--- src/rtl/game_sequencer_if.sv ---
// game_sequencer_if: groups the game-flow inputs (collision/frame/start)
// and the registered game-state outputs of game_sequencer into one bundle.
// slave = the sequencer itself, master = whatever drives it.
interface game_sequencer_if #(
  parameter int LIVES_W      = 2,
  parameter int SCORE_W      = 7,
  parameter int HIT_CH       = 6,
  parameter int NUM_INVADERS = 55,
  parameter int WAVE_W       = 4
);
  logic                    arst_i;
  logic                    frame_i;
  logic                    start_i;
  logic [HIT_CH-1:0]       invader_hit_i;
  logic                    player_hit_i;
  logic                    landed_i;
  logic [NUM_INVADERS-1:0] invaders_i;
  logic [2:0]              state_o;
  logic                    freeze_o;
  logic                    wave_start_o;
  logic [LIVES_W-1:0]      lives_o;
  logic [SCORE_W-1:0]      score_o;
  logic [WAVE_W-1:0]       wave_o;
  logic [SCORE_W-1:0]      high_score_o;

  modport slave (
    input  arst_i, frame_i, start_i, invader_hit_i, player_hit_i, landed_i, invaders_i,
    output state_o, freeze_o, wave_start_o, lives_o, score_o, wave_o, high_score_o
  );

  modport master (
    output arst_i, frame_i, start_i, invader_hit_i, player_hit_i, landed_i, invaders_i,
    input  state_o, freeze_o, wave_start_o, lives_o, score_o, wave_o, high_score_o
  );
endinterface

--- src/rtl/game_sequencer.sv ---
// game_sequencer: game-flow controller (attract / play / respawn /
// wave-clear / game-over) owning lives, saturating score, wave number and
// frame-timed delays. All outputs are registered.
// Optional macro HIGH_SCORE_EN: keeps a best-score register that survives
// the soft restart (arst); without it high_score is constant 0.
module game_sequencer #(
  parameter int LIVES_INIT     = 3,
  parameter int LIVES_W        = 2,
  parameter int SCORE_W        = 7,
  parameter int KILL_PTS       = 1,
  parameter int CLEAR_BONUS    = 5,
  parameter int HIT_CH         = 6,
  parameter int NUM_INVADERS   = 55,
  parameter int WAVE_W         = 4,
  parameter int RESPAWN_FRAMES = 60,
  parameter int CLEAR_FRAMES   = 120
) (
  input logic             clk,
  input logic             rst,
  game_sequencer_if.slave bus
);

  typedef enum logic [2:0] {
    ST_ATTRACT    = 3'd0,
    ST_PLAY       = 3'd1,
    ST_RESPAWN    = 3'd2,
    ST_WAVE_CLEAR = 3'd3,
    ST_GAME_OVER  = 3'd4
  } state_t;

  localparam int MAX_FRAMES = (RESPAWN_FRAMES > CLEAR_FRAMES) ? RESPAWN_FRAMES : CLEAR_FRAMES;
  localparam int TIMER_W    = $clog2(MAX_FRAMES + 1);
  localparam int CNT_W      = $clog2(HIT_CH + 1);
  // Wide enough for max score plus a full kill burst plus the clear bonus.
  localparam int SUM_W      = SCORE_W + $clog2(HIT_CH * KILL_PTS + CLEAR_BONUS + 1) + 1;
  localparam logic [SUM_W-1:0] SCORE_SAT = {{(SUM_W - SCORE_W){1'b0}}, {SCORE_W{1'b1}}};

  state_t             state_q, state_d;
  logic [LIVES_W-1:0] lives_q, lives_d;
  logic [SCORE_W-1:0] score_q, score_d;
  logic [WAVE_W-1:0]  wave_q, wave_d;
  logic [TIMER_W-1:0] timer_q, timer_d;
  logic               wave_start_q, wave_start_d;
  logic               freeze_q, freeze_d;
  logic               start_prev_q;

  logic               start_edge;
  logic [CNT_W-1:0]   hit_cnt;
  logic [SUM_W-1:0]   kill_sum, bonus_sum;
  logic [SCORE_W-1:0] score_kill, score_bonus;

  assign start_edge = bus.start_i & ~start_prev_q;

  // Saturating score arithmetic: kill points first, clear bonus on top.
  always_comb begin
    hit_cnt = '0;
    for (int i = 0; i < HIT_CH; i++) begin
      hit_cnt = hit_cnt + CNT_W'(bus.invader_hit_i[i]);
    end
    kill_sum    = SUM_W'(score_q) + SUM_W'(hit_cnt) * SUM_W'(KILL_PTS);
    score_kill  = (kill_sum > SCORE_SAT) ? SCORE_SAT[SCORE_W-1:0] : kill_sum[SCORE_W-1:0];
    bonus_sum   = SUM_W'(score_kill) + SUM_W'(CLEAR_BONUS);
    score_bonus = (bonus_sum > SCORE_SAT) ? SCORE_SAT[SCORE_W-1:0] : bonus_sum[SCORE_W-1:0];
  end

  // Next-state and next-output logic for the game-flow FSM.
  always_comb begin
    state_d      = state_q;
    lives_d      = lives_q;
    score_d      = score_q;
    wave_d       = wave_q;
    timer_d      = timer_q;
    wave_start_d = 1'b0;
    case (state_q)
      ST_ATTRACT, ST_GAME_OVER: begin
        if (start_edge) begin
          lives_d      = LIVES_W'(LIVES_INIT);
          score_d      = '0;
          wave_d       = WAVE_W'(1);
          wave_start_d = 1'b1;
          state_d      = ST_PLAY;
        end
      end
      ST_PLAY: begin
        // Kill points are banked even when a transition fires this cycle.
        score_d = score_kill;
        if (bus.landed_i) begin
          lives_d = '0;
          state_d = ST_GAME_OVER;
        end else if (bus.player_hit_i && (lives_q <= LIVES_W'(1))) begin
          lives_d = '0;
          state_d = ST_GAME_OVER;
        end else if (bus.player_hit_i) begin
          lives_d = lives_q - LIVES_W'(1);
          timer_d = '0;
          state_d = ST_RESPAWN;
        end else if (bus.invaders_i == '0) begin
          score_d = score_bonus;
          timer_d = '0;
          state_d = ST_WAVE_CLEAR;
        end
      end
      ST_RESPAWN: begin
        // A held player_hit is masked here, so it costs a single life.
        if (bus.frame_i) begin
          if (timer_q == TIMER_W'(RESPAWN_FRAMES - 1)) state_d = ST_PLAY;
          else timer_d = timer_q + TIMER_W'(1);
        end
      end
      ST_WAVE_CLEAR: begin
        if (bus.frame_i) begin
          if (timer_q == TIMER_W'(CLEAR_FRAMES - 1)) begin
            wave_d       = (wave_q == '1) ? wave_q : wave_q + WAVE_W'(1);
            wave_start_d = 1'b1;
            state_d      = ST_PLAY;
          end else begin
            timer_d = timer_q + TIMER_W'(1);
          end
        end
      end
      default: state_d = ST_ATTRACT;
    endcase
    freeze_d = (state_d != ST_PLAY);
  end

  // State and output registers; arst is a synchronous soft restart.
  always_ff @(posedge clk or posedge rst) begin
    if (rst) begin
      state_q      <= ST_ATTRACT;
      lives_q      <= LIVES_W'(LIVES_INIT);
      score_q      <= '0;
      wave_q       <= '0;
      timer_q      <= '0;
      wave_start_q <= 1'b0;
      freeze_q     <= 1'b1;
    end else if (bus.arst_i) begin
      state_q      <= ST_ATTRACT;
      lives_q      <= LIVES_W'(LIVES_INIT);
      score_q      <= '0;
      wave_q       <= '0;
      timer_q      <= '0;
      wave_start_q <= 1'b0;
      freeze_q     <= 1'b1;
    end else begin
      state_q      <= state_d;
      lives_q      <= lives_d;
      score_q      <= score_d;
      wave_q       <= wave_d;
      timer_q      <= timer_d;
      wave_start_q <= wave_start_d;
      freeze_q     <= freeze_d;
    end
  end

  // Start history keeps tracking through arst so a held button cannot retrigger.
  always_ff @(posedge clk or posedge rst) begin
    if (rst) start_prev_q <= 1'b0;
    else     start_prev_q <= bus.start_i;
  end

`ifdef HIGH_SCORE_EN
  logic [SCORE_W-1:0] high_score_q, high_score_d;

  // Capture the final score (kills included) on the cycle a game ends.
  always_comb begin
    high_score_d = high_score_q;
    if (!bus.arst_i && (state_q == ST_PLAY) && (state_d == ST_GAME_OVER) &&
        (score_d > high_score_q)) begin
      high_score_d = score_d;
    end
  end

  // Best score survives arst; only the hard reset clears it.
  always_ff @(posedge clk or posedge rst) begin
    if (rst) high_score_q <= '0;
    else     high_score_q <= high_score_d;
  end

  assign bus.high_score_o = high_score_q;
`else
  assign bus.high_score_o = '0;
`endif

  assign bus.state_o      = state_q;
  assign bus.freeze_o     = freeze_q;
  assign bus.wave_start_o = wave_start_q;
  assign bus.lives_o      = lives_q;
  assign bus.score_o      = score_q;
  assign bus.wave_o       = wave_q;

endmodule

--- src/flat_wrapper.sv ---
// flat-port wrapper written by rule: the top's interface ports become plain ports
module game_sequencer_flat 
#(
  parameter int LIVES_INIT     = 3,
  parameter int LIVES_W        = 2,
  parameter int SCORE_W        = 7,
  parameter int KILL_PTS       = 1,
  parameter int CLEAR_BONUS    = 5,
  parameter int HIT_CH         = 6,
  parameter int NUM_INVADERS   = 55,
  parameter int WAVE_W         = 4,
  parameter int RESPAWN_FRAMES = 60,
  parameter int CLEAR_FRAMES   = 120
)
  (clk, rst, bus_arst_i, bus_frame_i, bus_start_i, bus_invader_hit_i, bus_player_hit_i, bus_landed_i, bus_invaders_i, bus_state_o, bus_freeze_o, bus_wave_start_o, bus_lives_o, bus_score_o, bus_wave_o, bus_high_score_o);
  game_sequencer_if #(.LIVES_W(LIVES_W), .SCORE_W(SCORE_W), .HIT_CH(HIT_CH), .NUM_INVADERS(NUM_INVADERS), .WAVE_W(WAVE_W)) bus_i ();
  input logic clk;
  input logic rst;
  input wire logic [$bits(bus_i.arst_i)-1:0] bus_arst_i;
  input wire logic [$bits(bus_i.frame_i)-1:0] bus_frame_i;
  input wire logic [$bits(bus_i.start_i)-1:0] bus_start_i;
  input wire logic [$bits(bus_i.invader_hit_i)-1:0] bus_invader_hit_i;
  input wire logic [$bits(bus_i.player_hit_i)-1:0] bus_player_hit_i;
  input wire logic [$bits(bus_i.landed_i)-1:0] bus_landed_i;
  input wire logic [$bits(bus_i.invaders_i)-1:0] bus_invaders_i;
  output wire logic [$bits(bus_i.state_o)-1:0] bus_state_o;
  output wire logic [$bits(bus_i.freeze_o)-1:0] bus_freeze_o;
  output wire logic [$bits(bus_i.wave_start_o)-1:0] bus_wave_start_o;
  output wire logic [$bits(bus_i.lives_o)-1:0] bus_lives_o;
  output wire logic [$bits(bus_i.score_o)-1:0] bus_score_o;
  output wire logic [$bits(bus_i.wave_o)-1:0] bus_wave_o;
  output wire logic [$bits(bus_i.high_score_o)-1:0] bus_high_score_o;
  assign bus_i.arst_i = bus_arst_i;
  assign bus_i.frame_i = bus_frame_i;
  assign bus_i.start_i = bus_start_i;
  assign bus_i.invader_hit_i = bus_invader_hit_i;
  assign bus_i.player_hit_i = bus_player_hit_i;
  assign bus_i.landed_i = bus_landed_i;
  assign bus_i.invaders_i = bus_invaders_i;
  assign bus_state_o = bus_i.state_o;
  assign bus_freeze_o = bus_i.freeze_o;
  assign bus_wave_start_o = bus_i.wave_start_o;
  assign bus_lives_o = bus_i.lives_o;
  assign bus_score_o = bus_i.score_o;
  assign bus_wave_o = bus_i.wave_o;
  assign bus_high_score_o = bus_i.high_score_o;
  game_sequencer #(.LIVES_INIT(LIVES_INIT), .LIVES_W(LIVES_W), .SCORE_W(SCORE_W), .KILL_PTS(KILL_PTS), .CLEAR_BONUS(CLEAR_BONUS), .HIT_CH(HIT_CH), .NUM_INVADERS(NUM_INVADERS), .WAVE_W(WAVE_W), .RESPAWN_FRAMES(RESPAWN_FRAMES), .CLEAR_FRAMES(CLEAR_FRAMES)) u_core (.clk(clk), .rst(rst), .bus(bus_i));
endmodule
--- config.mk ---
export PLATFORM = sky130hd
export DESIGN_NAME = game_sequencer_flat
export DESIGN_NICKNAME = d
export VERILOG_FILES = /design/src/rtl/game_sequencer_if.sv /design/src/rtl/game_sequencer.sv /design/src/flat_wrapper.sv
export SDC_FILE = /design/constraint.sdc
export NUM_CORES = 1
export LEC_CHECK = 0
export BUFFER_PORTS_ARGS = -buffer_cell sky130_fd_sc_hd__buf_2
export CAP_MARGIN = 10
export CELL_PAD_IN_SITES_DETAIL_PLACEMENT = 0
export CELL_PAD_IN_SITES_GLOBAL_PLACEMENT = 1
export CORE_ASPECT_RATIO = 0.5
export CORE_MARGIN = 2
export CORE_UTILIZATION = 37
export CTS_BUF_LIST = sky130_fd_sc_hd__clkbuf_16
export CTS_CLUSTER_SIZE = 40
export DETAILED_ROUTE_END_ITERATION = 10
export PLACE_DENSITY_LB_ADDON = 0.1
export SLEW_MARGIN = 40
export SYNTH_ARGS = -nofsm -noshare
export SYNTH_HDL_FRONTEND = slang
export SYNTH_SLANG_ARGS = --single-unit
export TNS_END_PERCENT = 50
--- constraint.sdc ---
create_clock -name clk -period 3.66 [get_ports clk]
set_input_delay 0.915 -clock clk [delete_from_list [all_inputs] [get_ports clk]]
set_output_delay 0.915 -clock clk [all_outputs]
set_load 0.1 [all_outputs]
# After elaboration in Yosys (flattened, before gate mapping)
# Index checks and enable logic that the tools add are counted.
dict set report classes {
  add_sub_neg 10
  mul 0
  div 0
  n_lt_le_gt_ge 3
  eq_ne 19
  n_shift 0
  mux 48
  bitwise_logic 2
  reduce_logical 11
}
# cell n
set op_table {}
lappend op_table {{$mux W7} 17}
lappend op_table {{$logic_not A55 Y1} 1}
lappend op_table {{$mux W3} 10}
lappend op_table {{$gt A12 B7 Y1 const B} 2}
lappend op_table {{$ne A3 B3 Y1 const B} 7}
lappend op_table {{$pmux W7 S3} 1}
lappend op_table {{$mux W4} 5}
lappend op_table {{$pmux W7 S2} 1}
lappend op_table {{$add A3 B1 Y3} 4}
lappend op_table {{$pmux W3 S4} 1}
lappend op_table {{$mux W2} 5}
lappend op_table {{$add A7 B3 Y8} 1}
lappend op_table {{$add A7 B3 Y8 const B} 1}
lappend op_table {{$pmux W4 S2} 1}
lappend op_table {{$reduce_and A8 Y1} 1}
lappend op_table {{$add A7 B1 Y7 const B} 1}
lappend op_table {{$eq A7 B6 Y1 const B} 1}
lappend op_table {{$eq A7 B7 Y1 const B} 1}
lappend op_table {{$eq A3 B2 Y1 const B} 2}
lappend op_table {{$ne A3 B2 Y1 const B} 2}
lappend op_table {{$reduce_bool A3 Y1} 2}
lappend op_table {{$mux W1} 5}
lappend op_table {{$ne A5 B4 Y1 const B} 1}
lappend op_table {{$reduce_and A5 Y1} 1}
lappend op_table {{19 further kinds} 19}
dict set report word_totals {
  ff_bits 26
  latchBits 0
  ram_bits 0
  mem_bits_ro 0
  out_inout_bits 25
  n_memories 0
}

# Depth between registers and ports, before layout
# Gate-level depths: netlist of run 1.
dict set report logic_depth {
  word_depth 17
  ltp_mapped 16
}

# Worst setup path before layout of run 1
# OpenSTA, ideal clock, no wires.
dict set report synth_timing {
  kind {input to register}
  from {input port bus_invader_hit_i[0]}
  to {register u_core.score_q[4] (netlist: u_core.bus.score_o[4])}
  setup_time_ns 0.104
  arrival_ns 4.282
  setup_slack_ns -0.726
  path_stages 12
  cell_sequence {ha_1 inv_1 fa_1 fa_1 fa_1 fa_1 nor2b_1 o211ai_1 or2_2 a211oi_4 o21ai_0 a221oi_1}
}
dict set report synth_via {
  elab_chain_len 17
}
# item line_no
set synth_rtl {}
lappend synth_rtl {{from (decl)} flat_wrapper.sv:22} ;# input wire logic [$bits(bus_i.invader_hit_i)-1:0] bus_invader_hit_i;
lappend synth_rtl {{$add A1 B1 Y2 (*)} game_sequencer.sv:58} ;# hit_cnt = hit_cnt + CNT_W'(bus.invader_hit_i[i]);
lappend synth_rtl {{$add A3 B1 Y3 (*) (4 in series)} game_sequencer.sv:58}
lappend synth_rtl {{$add A7 B3 Y8 (*)} game_sequencer.sv:60} ;# kill_sum = SUM_W'(score_q) + SUM_W'(hit_cnt) * SUM_W'(KILL_PTS);
lappend synth_rtl {{$gt A12 B7 Y1} game_sequencer.sv:61} ;# score_kill = (kill_sum > SCORE_SAT) ? SCORE_SAT[SCORE_W-1:0] : kill_sum[SCORE_W-1:0];
lappend synth_rtl {{$mux W7 (*)} game_sequencer.sv:61}
lappend synth_rtl {{$add A7 B3 Y8} game_sequencer.sv:62} ;# bonus_sum = SUM_W'(score_kill) + SUM_W'(CLEAR_BONUS);
lappend synth_rtl {{$gt A12 B7 Y1} game_sequencer.sv:63} ;# score_bonus = (bonus_sum > SCORE_SAT) ? SCORE_SAT[SCORE_W-1:0] : bonus_sum[SCORE_W-1:0];
lappend synth_rtl {{$mux W7} game_sequencer.sv:63}
lappend synth_rtl {{$mux W7} game_sequencer.sv:97} ;# end else if (bus.invaders_i == '0) begin
lappend synth_rtl {{$mux W7} game_sequencer.sv:93} ;# end else if (bus.player_hit_i) begin
lappend synth_rtl {{$mux W7} game_sequencer.sv:90} ;# end else if (bus.player_hit_i && (lives_q <= LIVES_W'(1))) begin
lappend synth_rtl {{$mux W7 (*)} game_sequencer.sv:87} ;# if (bus.landed_i) begin
lappend synth_rtl {{$pmux W7 S2 (*)} game_sequencer.sv:74} ;# case (state_q)
lappend synth_rtl {{$mux W7 (*)} game_sequencer.sv:136} ;# end else if (bus.arst_i) begin
lappend synth_rtl {{to (signal assigned)} game_sequencer.sv:147} ;# score_q <= score_d;
lappend synth_rtl {{to (decl)} game_sequencer.sv:40} ;# logic [SCORE_W-1:0] score_q, score_d;
# Every way passes the cells marked *; elsewhere a longest branch is shown, timed or not.
# A chain may end at the register's enable or synchronous reset.

# Final worst setup path of run 1
dict set report layout_timing {
  from {input port bus_invader_hit_i[1]}
  to {register u_core.score_q[4] (netlist: u_core.bus.score_o[4])}
}
# The elaborated chain is that of the path after synthesis.

==> results of run 1 <==
-- Yosys cell counts, types with 2 or more instances --
| cell | instances | share of area (%) |
|---|---|---|
| inv_1 | 27 | 4.6 |
| dfrtp_1 | 23 | 26 |
| nand2_1 | 22 | 3.7 |
| o21ai_0 | 21 | 4.8 |
| nor2_1 | 15 | 2.5 |
| nor4_1 | 15 | 4.2 |
| a21oi_1 | 11 | 2.5 |
| nand3_1 | 10 | 2.3 |
| ha_1 | 9 | 5.1 |
| nor3_1 | 9 | 2.0 |
| buf_4 | 7 | 2.4 |
| nand2b_1 | 7 | 2.0 |
| o211ai_1 | 7 | 2.4 |
| clkbuf_1 | 6 | 1.0 |
| nand4_1 | 6 | 1.7 |
| mux2i_1 | 5 | 2.3 |
| fa_1 | 4 | 3.6 |
| nor2b_1 | 4 | 1.1 |
| or2_2 | 4 | 1.1 |
| or3_1 | 4 | 1.1 |
| a21o_1 | 3 | 1.0 |
| a221oi_1 | 3 | 1.2 |
| dfstp_2 | 3 | 3.6 |
| o31ai_1 | 3 | 1.0 |
| o32a_1 | 3 | 1.4 |
| a311oi_1 | 2 | 0.79 |
| a31oi_1 | 2 | 0.57 |
| and3_1 | 2 | 0.57 |
| buf_2 | 2 | 0.45 |
| nand3b_1 | 2 | 0.68 |
| nand4b_1 | 2 | 0.79 |
| nor4_2 | 2 | 1.1 |
| nor4b_1 | 2 | 0.79 |
| o21ai_1 | 2 | 0.45 |
| xnor2_1 | 2 | 0.79 |
-- worst min path at each step --
stage	end	slack, ns	cells after the start
after detailed placement	u_core.timer_q[0]$_DFFE_PP0P_	0.50	1
final	u_core.timer_q[0]$_DFFE_PP0P_	0.51	1
after floorplan	u_core.timer_q[0]$_DFFE_PP0P_	0.47	1
after CTS	u_core.timer_q[0]$_DFFE_PP0P_	0.51	1
after global routing	u_core.timer_q[0]$_DFFE_PP0P_	0.53	1
after global placement	u_core.timer_q[0]$_DFFE_PP0P_	0.49	1
-- final cells by class --
type | instances | area [sq um] | share of cell area [%]
multi-input combinational | 207 | 1526 | 49.59
sequential | 26 | 654.4 | 21.26
timing repair buffer | 106 | 599.3 | 19.47
inverter | 27 | 101.3 | 3.293
tap | 73 | 91.34 | 2.967
clock buffer | 3 | 75.07 | 2.439
clock inverter | 1 | 30.03 | 0.9756
-- kinds of logic after synthesis --
family                     Yosys count
DFF                                 26
xor gates and xnor gates             2
adders and majority gates           13
muxes                                5
other                                1
and+or+nand+nor                    109
AOI/OAI and AO/OA                   71
buffers and inverters               42
-- registers in the layout (all words and copies together) (netlist names) --
| name | count |
|---|---|
| u_core.bus.score_o | 7 |
| u_core.bus.wave_o | 4 |
| u_core.bus.state_o | 3 |
| u_core.timer_q | 7 |
| u_core.bus.wave_start_o | 1 |
| u_core.bus.lives_o | 2 |
| u_core.start_prev_q | 1 |
| u_core.bus.freeze_o | 1 |
-- stage by stage --
stage | util [%] | TNS, ns | worst slack [ns] | power (mW) | hold WS, ns
3_3_place_gp | 50.43 | -4.299 | -0.6795 | 0.6166 | 0.4935
3_5_place_dp | 50.43 | -4.832 | -0.8308 | 0.6197 | 0.5023
6_report | 54.63 | -2.057 | -0.4099 | 0.9731 | 0.5097
2_1_floorplan | - | -2.559 | -0.5053 | 0.5243 | 0.4712
4_1_cts | 54.21 | -2.023 | -0.3646 | 0.9811 | 0.5127
5_1_grt | 54.63 | -2.811 | -0.5287 | 1.030 | 0.5313
-- routing by layer --
layer  up-vias  part of all wire, %  track usage [%]
li1       1179                    -                -
met1      1100                   46            25.06
met2        69                   48            35.84
met3         4                  5.6            3.193
met4         0                 0.20            1.220
met5         -                    0                0
-- worst max-delay path: cells and delay by family --
kind | cells | cell delay, ns
buffers and inverters | 2 | 0.12
AO/OA/AOI/OAI | 4 | 0.84
AND/OR/NAND/NOR | 2 | 0.40
adder cells (fa/ha/maj) | 5 | 1.95
-- repair_timing --
item                       in CTS  in global routing
pin swaps                       6                  2
resized for setup              22                  3
hold buffers                    0                  0
buffers inserted                2                  2
setup endpoints to repair       7                  7
-- power by group --
part           switching (mW)  internal (mW)  total [mW]
Combinational           0.214          0.133       0.347
Clock                   0.104          0.218       0.322
Sequential            0.00849          0.296       0.304
-- layout by cell type, fill, tap and decap left out, types with 3 or more instances in the layout --
cell type,n
ha_4,3
o21ai_0,16
inv_2,3
nand4_1,6
nand3_1,9
a21oi_4,3
nor2b_1,3
ha_1,6
dfstp_2,3
a21o_1,3
a21oi_1,9
nor2_1,13
nor3_1,8
buf_2,83
conb_1,7
o21ai_1,4
nand2b_1,7
clkbuf_16,3
nand2_1,21
dfrtp_1,23
inv_1,24
or3_1,4
o32a_1,3
buf_6,3
nor4_1,15
mux2i_1,4
o21ai_2,4
buf_4,20
o211ai_1,7
==> flow_summary.toml, run 1 <==
[global_route]
antenna_found_initial = 0
grt_pass1_vias = 2252
grt_usage_pct = 19.22
grt_max_degree = 27
grt.overflow.total = 0
grt_pass1_wl_microns = 10440

[run]
cap_violations = 0

[power_and_ir_drop]
p_leak_nw = 1.377
vdd_drop_max_mv = 0.2047
p_per_area_nw_per_um2 = 316.2

[place]
place_area_sq_um = 2841
dp_cells = 435
io_buffers = 85
gp_congestion = 0.8464
dp_hpwl_microns = 4792

[detailed_routing]
first_pass_iters = 4
drc = 0
num_vias = 2352
drt_iter0_markers = 69
routed_wirelength_microns = 6097
wl_per_cell_microns = 13.76
drtAntennaViolNets = 0
vias_per_cell = 5.309

[critical_path]
worst_setup_path_end_kind = "register"
crit_start = "bus_invader_hit_i[1]"
path_max_fanout = 4
crit_type = "in2reg"
slowest_stage = "fa_1"
max_stage_delay_ns = 0.50
rr_startpoint = "u_core.bus.score_o[0]$_DFFE_PP0P_"
r2r_slack_ns = 1.31
rr_worst_depth = 9
worstPathCellList = "buf_6 -> ha_4 -> inv_2 -> fa_1 -> fa_2 -> fa_1 -> fa_2 -> nor2b_4 -> o211ai_1 -> or2_4 -> a211oi_4 -> o21ai_0 -> a221oi_2"
worstPathRequired_ns = 3.82
rr_endpoint = "u_core.bus.score_o[4]$_DFFE_PP0P_"
cp.arrival_ns = 4.23
cp-start-kind = "primary input"
endpoint = "u_core.bus.score_o[4]$_DFFE_PP0P_"

[synth]
yosysSeqAreaShare_pct = 29.60
muxShareOfSynthArea_pct = 2.264
synth-seq-cells = 26
yosys.area_share.simple_pct = 27.56
synth_compound_area_share_pct = 22.47
synth_edf_count = 0
synthesis.area_sq_um = 2211
synth_adder_area_share_pct = 8.715
synthDistinctLibCells = 53
async_flop_share_pct = 100.0
yosysWarnings = 0
synth_top_family_by_area = "simple AND/OR/NAND/NOR gates"
syn_inst = 269
avgSynthCellArea_sq_um = 8.219
synth_top_flop_cell = "dfrtp_1"
yosys.area_share.xor_xnor_pct = 0.7923

[layout]
final_area_sq_um = 3078
instances_no_fill = 443
drive_gt1_share_pct = 40.27
area_delta_synth_final_pct = 39.22
fillers = 545
antenna_cells = 0
final_nets = 452

[floorplan]
start_util_pct = 39.24
die_x_microns = 113.3
core_sq_um = 5634
die_y_microns = 58.66
die-area_sq_um = 6647
row_count = 19
ios = 93

[clock_tree]
cts_tree = "yes"
cts_inserted_buffers = 3
clkTransAtPathRegs_ns = 0.07
clock_latency_ns = 0.26
clockBufferDepth = 2
htree_levels = 1
ctsRootBufferMaster = "clkbuf_16"
clock_sinks = 26

[outcome]
status = "finished, violations left"
violations = "negative setup slack"

[timing]
post-route-period-util_pct = 111.2
setup_viol = 7
tightestPinTransition_ns = 0.5654
finalHoldViolCount = 0
slew_headroom_pct = 62.25
rsz0062_at_grt = "true"
finalClockSkew_ns = 0.006428
timing.fmax_mhz = 245.7
fin_ws_ns = -0.4099
period_needed_ns = 4.070
slew_violations = 0

[worst_hold_path]
hold_start = "u_core.timer_q[0]$_DFFE_PP0P_"
min_path_type = "reg2reg"
No activity file was read; power rests on OpenSTA's default activity.
==> run 2, diff against run 1 <==
--- a/config.mk
+++ b/config.mk
@@ -11,7 +11,7 @@
 export CELL_PAD_IN_SITES_GLOBAL_PLACEMENT = 1
 export CORE_ASPECT_RATIO = 0.5
 export CORE_MARGIN = 2
-export CORE_UTILIZATION = 37
+export CORE_UTILIZATION = 36
 export CTS_BUF_LIST = sky130_fd_sc_hd__clkbuf_16
 export CTS_CLUSTER_SIZE = 40
 export DETAILED_ROUTE_END_ITERATION = 10
==> run 2 against run 1 <==
The run still ends with negative setup slack left. Via count up 2.0%. Combinational power up 5%. Clock skew up 0.0012 ns. Global-route usage down 0.34 points. Register-to-register slack worse by 0.02 ns. First-iteration DRC count up 14%. Critical endpoint is now u_core.bus.score_o[1]$_DFFE_PP0P_. Largest cell class unchanged.
==> flow_summary.toml, run 2 (synthesized netlist as in run 1, its figures left out) <==
[outcome]
status = "finished, violations left"
violations = "negative setup slack"

[detailed_routing]
drtAntennaViolNets = 0
num_vias = 2398
routed_wirelength_microns = 6376
drc = 0
wl_per_cell_microns = 14.14
drt_iter0_markers = 79
first_pass_iters = 5
vias_per_cell = 5.317

[critical_path]
rr_worst_depth = 11
rr_endpoint = "u_core.bus.score_o[1]$_DFFE_PP0P_"
crit_type = "in2reg"
rr_startpoint = "u_core.bus.score_o[0]$_DFFE_PP0P_"
path_max_fanout = 5
cp-start-kind = "primary input"
r2r_slack_ns = 1.29
cp.arrival_ns = 4.21
crit_start = "bus_invader_hit_i[1]"
worstPathRequired_ns = 3.84
worst_setup_path_end_kind = "register"

[power_and_ir_drop]
total_power_uw = 993.8
p_per_area_nw_per_um2 = 317.3
p_leak_nw = 1.399
vdd_drop_max_mv = 0.1633

[layout]
area_delta_synth_final_pct = 41.65
antenna_cells = 0
fillers = 567
utilization_pct = 52.15
final_nets = 456
final_area_sq_um = 3132
final_common_cell = "buf_2"
drive_gt1_share_pct = 41.98
layout_common_cells = "buf_2 (83), buf_4 (24), inv_1 (23), dfrtp_1 (23), nand2_1 (21)"
instances_no_fill = 451

[floorplan]
row_count = 20
ios = 93
die_y_microns = 59.42
die_x_microns = 114.8
start_util_pct = 36.81
die-area_sq_um = 6822
core_sq_um = 6006

[place]
dp_slack_ns = -0.7931
dp_hpwl_microns = 5034
io_buffers = 85
place_area_sq_um = 2854
gp_congestion = 0.7932
dp_cells = 440

[clock_tree]
htree_levels = 1
hold_buffers = 0
clock_latency_ns = 0.26
cts_tree = "yes"
ctsRootBufferMaster = "clkbuf_16"
cts_inserted_buffers = 3
clock_sinks = 26
clockBufferDepth = 2
clkTransAtPathRegs_ns = 0.07

[timing]
period_needed_ns = 4.026
setup_tns_ns = -2.185
post-route-period-util_pct = 110.0
fin_ws_ns = -0.3664
slew_violations = 0
finalClockSkew_ns = 0.007617
holdWs_ns = 0.5066
rsz0062_at_grt = "true"
slew_headroom_pct = 53.32
tightestPinTransition_ns = 0.6948
timing.fmax_mhz = 248.4
finalHoldViolCount = 0
setup_viol = 7

[worst_hold_path]
worst_hold_path.endpoint = "u_core.timer_q[0]$_DFFE_PP0P_"
hold_start = "u_core.timer_q[0]$_DFFE_PP0P_"
min_path_type = "reg2reg"
hold_path_depth = 1

[global_route]
grt_pass1_vias = 2264
grt_max_degree = 27
antenna_found_initial = 0
grt_pass1_wl_microns = 10170
grt_usage_pct = 18.88
grt.overflow.total = 0

[run]
cap_violations = 0
==> run 2: critical path, cell delays in order <==
cell      delay [ns]
buf_6           0.09
ha_4            0.25
inv_2           0.03
fa_1            0.46
fa_2            0.35
fa_2            0.45
fa_2            0.39
nor2b_4         0.14
o211ai_1        0.11
or2_4           0.27
a211oi_4        0.31
buf_4           0.16
buf_4           0.10
nor3_1          0.04
o21ai_1         0.13
==> run 2: timing repair <==
| item | CTS | global route |
|---|---|---|
| resized for setup | 14 | 15 |
| pin swaps | 8 | 4 |
| cloned | 0 | 0 |
| setup endpoints to repair | 7 | 7 |
| setup buffers | 4 | 3 |
==> run 2: routing by layer <==
| metal | track usage (%) | part of all wire (%) | vias up |
|---|---|---|---|
| met4 | 2.582 | 0.69 | 0 |
| met5 | 0 | 0 | - |
| met2 | 35.67 | 48 | 83 |
| met1 | 23.36 | 45 | 1126 |
| met3 | 3.579 | 6.3 | 6 |
| li1 | - | - | 1183 |
==> run 2: area by class of cell <==
class / count / area (sq um) / share of cell area, %
sequential: 26 / 654.4 / 20.89
multi-input combinational: 207 / 1545 / 49.34
clock inverter: 1 / 30.03 / 0.9589
inverter: 27 / 101.3 / 3.236
tap: 77 / 96.34 / 3.076
timing repair buffer: 110 / 629.4 / 20.10
clock buffer: 3 / 75.07 / 2.397
==> run 2: worst max path at each step <==
stage / slack (ns) / end
after floorplan: -0.51 / u_core.bus.score_o[4]$_DFFE_PP0P_
after global placement: -0.69 / u_core.bus.score_o[4]$_DFFE_PP0P_
after detailed placement: -0.79 / u_core.bus.score_o[4]$_DFFE_PP0P_
after CTS: -0.38 / u_core.bus.score_o[2]$_DFFE_PP0P_
after global routing: -0.55 / u_core.bus.score_o[4]$_DFFE_PP0P_
final: -0.37 / u_core.bus.score_o[1]$_DFFE_PP0P_
==> run 2: where the power goes <==
part | switching [mW] | internal, mW | leakage (nW) | total [mW]
combinational | 0.222 | 0.144 | 1.00 | 0.366
sequential | 0.00881 | 0.296 | 0.347 | 0.304
clock | 0.105 | 0.218 | 0.0511 | 0.323
==> run 3, diff against run 2 <==
--- a/config.mk
+++ b/config.mk
@@ -7,11 +7,11 @@
 export LEC_CHECK = 0
 export BUFFER_PORTS_ARGS = -buffer_cell sky130_fd_sc_hd__buf_2
 export CAP_MARGIN = 10
-export CELL_PAD_IN_SITES_DETAIL_PLACEMENT = 0
-export CELL_PAD_IN_SITES_GLOBAL_PLACEMENT = 1
+export CELL_PAD_IN_SITES_DETAIL_PLACEMENT = 1
+export CELL_PAD_IN_SITES_GLOBAL_PLACEMENT = 2
 export CORE_ASPECT_RATIO = 0.5
 export CORE_MARGIN = 2
-export CORE_UTILIZATION = 36
+export CORE_UTILIZATION = 29
 export CTS_BUF_LIST = sky130_fd_sc_hd__clkbuf_16
 export CTS_CLUSTER_SIZE = 40
 export DETAILED_ROUTE_END_ITERATION = 10
==> run 3 against run 2 <==
The flow still finishes with violations (negative setup slack). Register-to-register slack improved by 0.06 ns. Clock-buffer cell count did not move. Worst setup slack got worse by 0.018 ns. Global-route usage fell by 0.81 points. Final cell count rose by 3.8%. Die area rose by 23%. Core utilization fell by 9.6 points. First-iteration DRC count fell by 13%. Routed wire length rose by 13%. Critical path type unchanged. Largest cell class unchanged. Highest routed layer unchanged.
==> flow_summary.toml, run 3 (synthesized netlist as in run 1, its figures left out) <==
[outcome]
status = "finished, violations left"
violations = "negative setup slack"

[global_route]
grt_max_degree = 25
antenna_found_initial = 0
grt.overflow.total = 0
grt_usage_pct = 18.07
grt_pass1_wl_microns = 12340
grt_pass1_vias = 2613

[power_and_ir_drop]
vdd_drop_max_mv = 0.2082
p_comb_share_pct = 37.3
p_int_uw = 660.9
power_frac_clock_pct = 32.6
p_leak_nw = 1.385
swShare_pct = 34.62
total_power_mw = 1.011
p_per_area_nw_per_um2 = 323.0
switchingPower_uw = 349.9
pwr-share-seq_pct = 30.1

[timing]
tightestPinTransition_ns = 0.6775
period_needed_ns = 4.045
slew_headroom_pct = 54.48
fin_ws_ns = -0.3846
timing.fmax_mhz = 247.2
setup_tns_ns = -2.361
slew_violations = 0
post-route-period-util_pct = 110.5
finalHoldViolCount = 0
finalClockSkew_ns = 0.008970
holdWs_ns = 0.5072
rsz0062_at_grt = "true"
setup_viol = 7

[layout]
drive_gt1_share_pct = 41.67
area_delta_synth_final_pct = 41.54
final_common_cell = "buf_2"
layout_common_cells = "buf_2 (83), inv_1 (23), dfrtp_1 (23)"
instances_no_fill = 468
antenna_cells = 0
final_nets = 454

[critical_path]
rr_startpoint = "u_core.bus.score_o[0]$_DFFE_PP0P_"
cp-start-kind = "primary input"
r2r_slack_ns = 1.35
crit_start = "bus_invader_hit_i[1]"
rr_worst_depth = 10
worstPathRequired_ns = 3.83
cp.arrival_ns = 4.21
endpoint = "u_core.bus.score_o[2]$_DFFE_PP0P_"
rr_endpoint = "u_core.bus.score_o[2]$_DFFE_PP0P_"
crit_type = "in2reg"
worst_setup_path_end_kind = "register"
path_max_fanout = 5

[floorplan]
core_sq_um = 7350
row_count = 22
die_y_microns = 65.74
ios = 93
start_util_pct = 30.08
die-area_sq_um = 8381
die_x_microns = 127.5

[clock_tree]
hold_buffers = 0
clkTransAtPathRegs_ns = 0.08
htree_levels = 1
clockBufferDepth = 2
clock_latency_ns = 0.27
cts_inserted_buffers = 3
cts_tree = "yes"
ctsRootBufferMaster = "clkbuf_16"
clock_sinks = 26

[place]
gp_congestion = 0.8002
dp_hpwl_microns = 5705
dp_cells = 459
io_buffers = 85

[detailed_routing]
met1_length_microns = 3273
drc = 0
wl_met2_microns = 3511
vias_per_cell = 5.143
drtAntennaViolNets = 0
top_layer = "met4"
num_vias = 2407
wl_met3_microns = 386
routed_wirelength_microns = 7216
wl_per_cell_microns = 15.42
drt_iter0_markers = 69
first_pass_iters = 4

[worst_hold_path]
min_path_type = "reg2reg"

[run]
cap_violations = 0
run 3: cell types whose count changed in the layout (fill, tap and decap cells not counted), sizes merged:
cell,change
buf,-2
run 3: power by group through the flow:
stage | clock [mW] | sequential, mW | combinational, mW
finish | 0.330 | 0.304 | 0.377
global route | 0.347 | 0.306 | 0.411
CTS | 0.339 | 0.305 | 0.366
detailed placement | 0 | 0.310 | 0.317
global placement | 0 | 0.309 | 0.313
floorplan | 0 | 0.354 | 0.170
run 3: per-stage QoR:
stage	setup slack [ns]	utilization, %	area, sq um
2_1_floorplan	-0.5053	-	2282
3_3_place_gp	-0.6990	39.16	2878
3_5_place_dp	-0.8629	39.16	2878
4_1_cts	-0.3695	42.25	3105
5_1_grt	-0.5313	42.58	3129
6_report	-0.3846	42.58	3129
run 3: critical path, cell delays in order:
cell	delay, ns
buf_6	0.10
ha_4	0.25
inv_2	0.03
fa_1	0.46
fa_2	0.35
fa_2	0.46
fa_2	0.42
nor2b_4	0.13
o211ai_1	0.11
or2_4	0.28
a211oi_4	0.31
buf_4	0.18
nor2_2	0.03
o31ai_1	0.18
run 3: area by class of cell:
| class | count | area [sq um] |
|---|---|---|
| clock buffers | 3 | 75.07 |
| clock inverters | 1 | 30.03 |
| fillers | 914 | 4220 |
| inverters | 27 | 101.3 |
| multi-input cells | 207 | 1534 |
| flip-flops and latches | 26 | 654.4 |
| well taps | 96 | 120.1 |
| repair buffers | 108 | 614.3 |
run 3: worst min path at each step:
stage	from	cells past startpoint	to	slack [ns]
after detailed placement	u_core.timer_q[0]$_DFFE_PP0P_	1	u_core.timer_q[0]$_DFFE_PP0P_	0.50
after global placement	u_core.timer_q[0]$_DFFE_PP0P_	1	u_core.timer_q[0]$_DFFE_PP0P_	0.49
after global routing	u_core.timer_q[0]$_DFFE_PP0P_	1	u_core.timer_q[0]$_DFFE_PP0P_	0.52
after floorplan	u_core.timer_q[0]$_DFFE_PP0P_	1	u_core.timer_q[0]$_DFFE_PP0P_	0.47
after CTS	u_core.timer_q[0]$_DFFE_PP0P_	1	u_core.timer_q[0]$_DFFE_PP0P_	0.51
final	u_core.timer_q[0]$_DFFE_PP0P_	1	u_core.timer_q[0]$_DFFE_PP0P_	0.51
run 3: repair_timing:
action | 4_1_cts | 5_1_grt
gates resized for setup | 23 | 6
pin swaps | 9 | 5
endpoints found under the setup margin | 7 | 7
setup buffers | 4 | 1
run 3: layer usage:
layer,track usage (%),up-vias
met3,3.664,4
met2,35.29,62
met1,20.98,1164
met4,2.747,0
li1,-,1177
met5,0,-
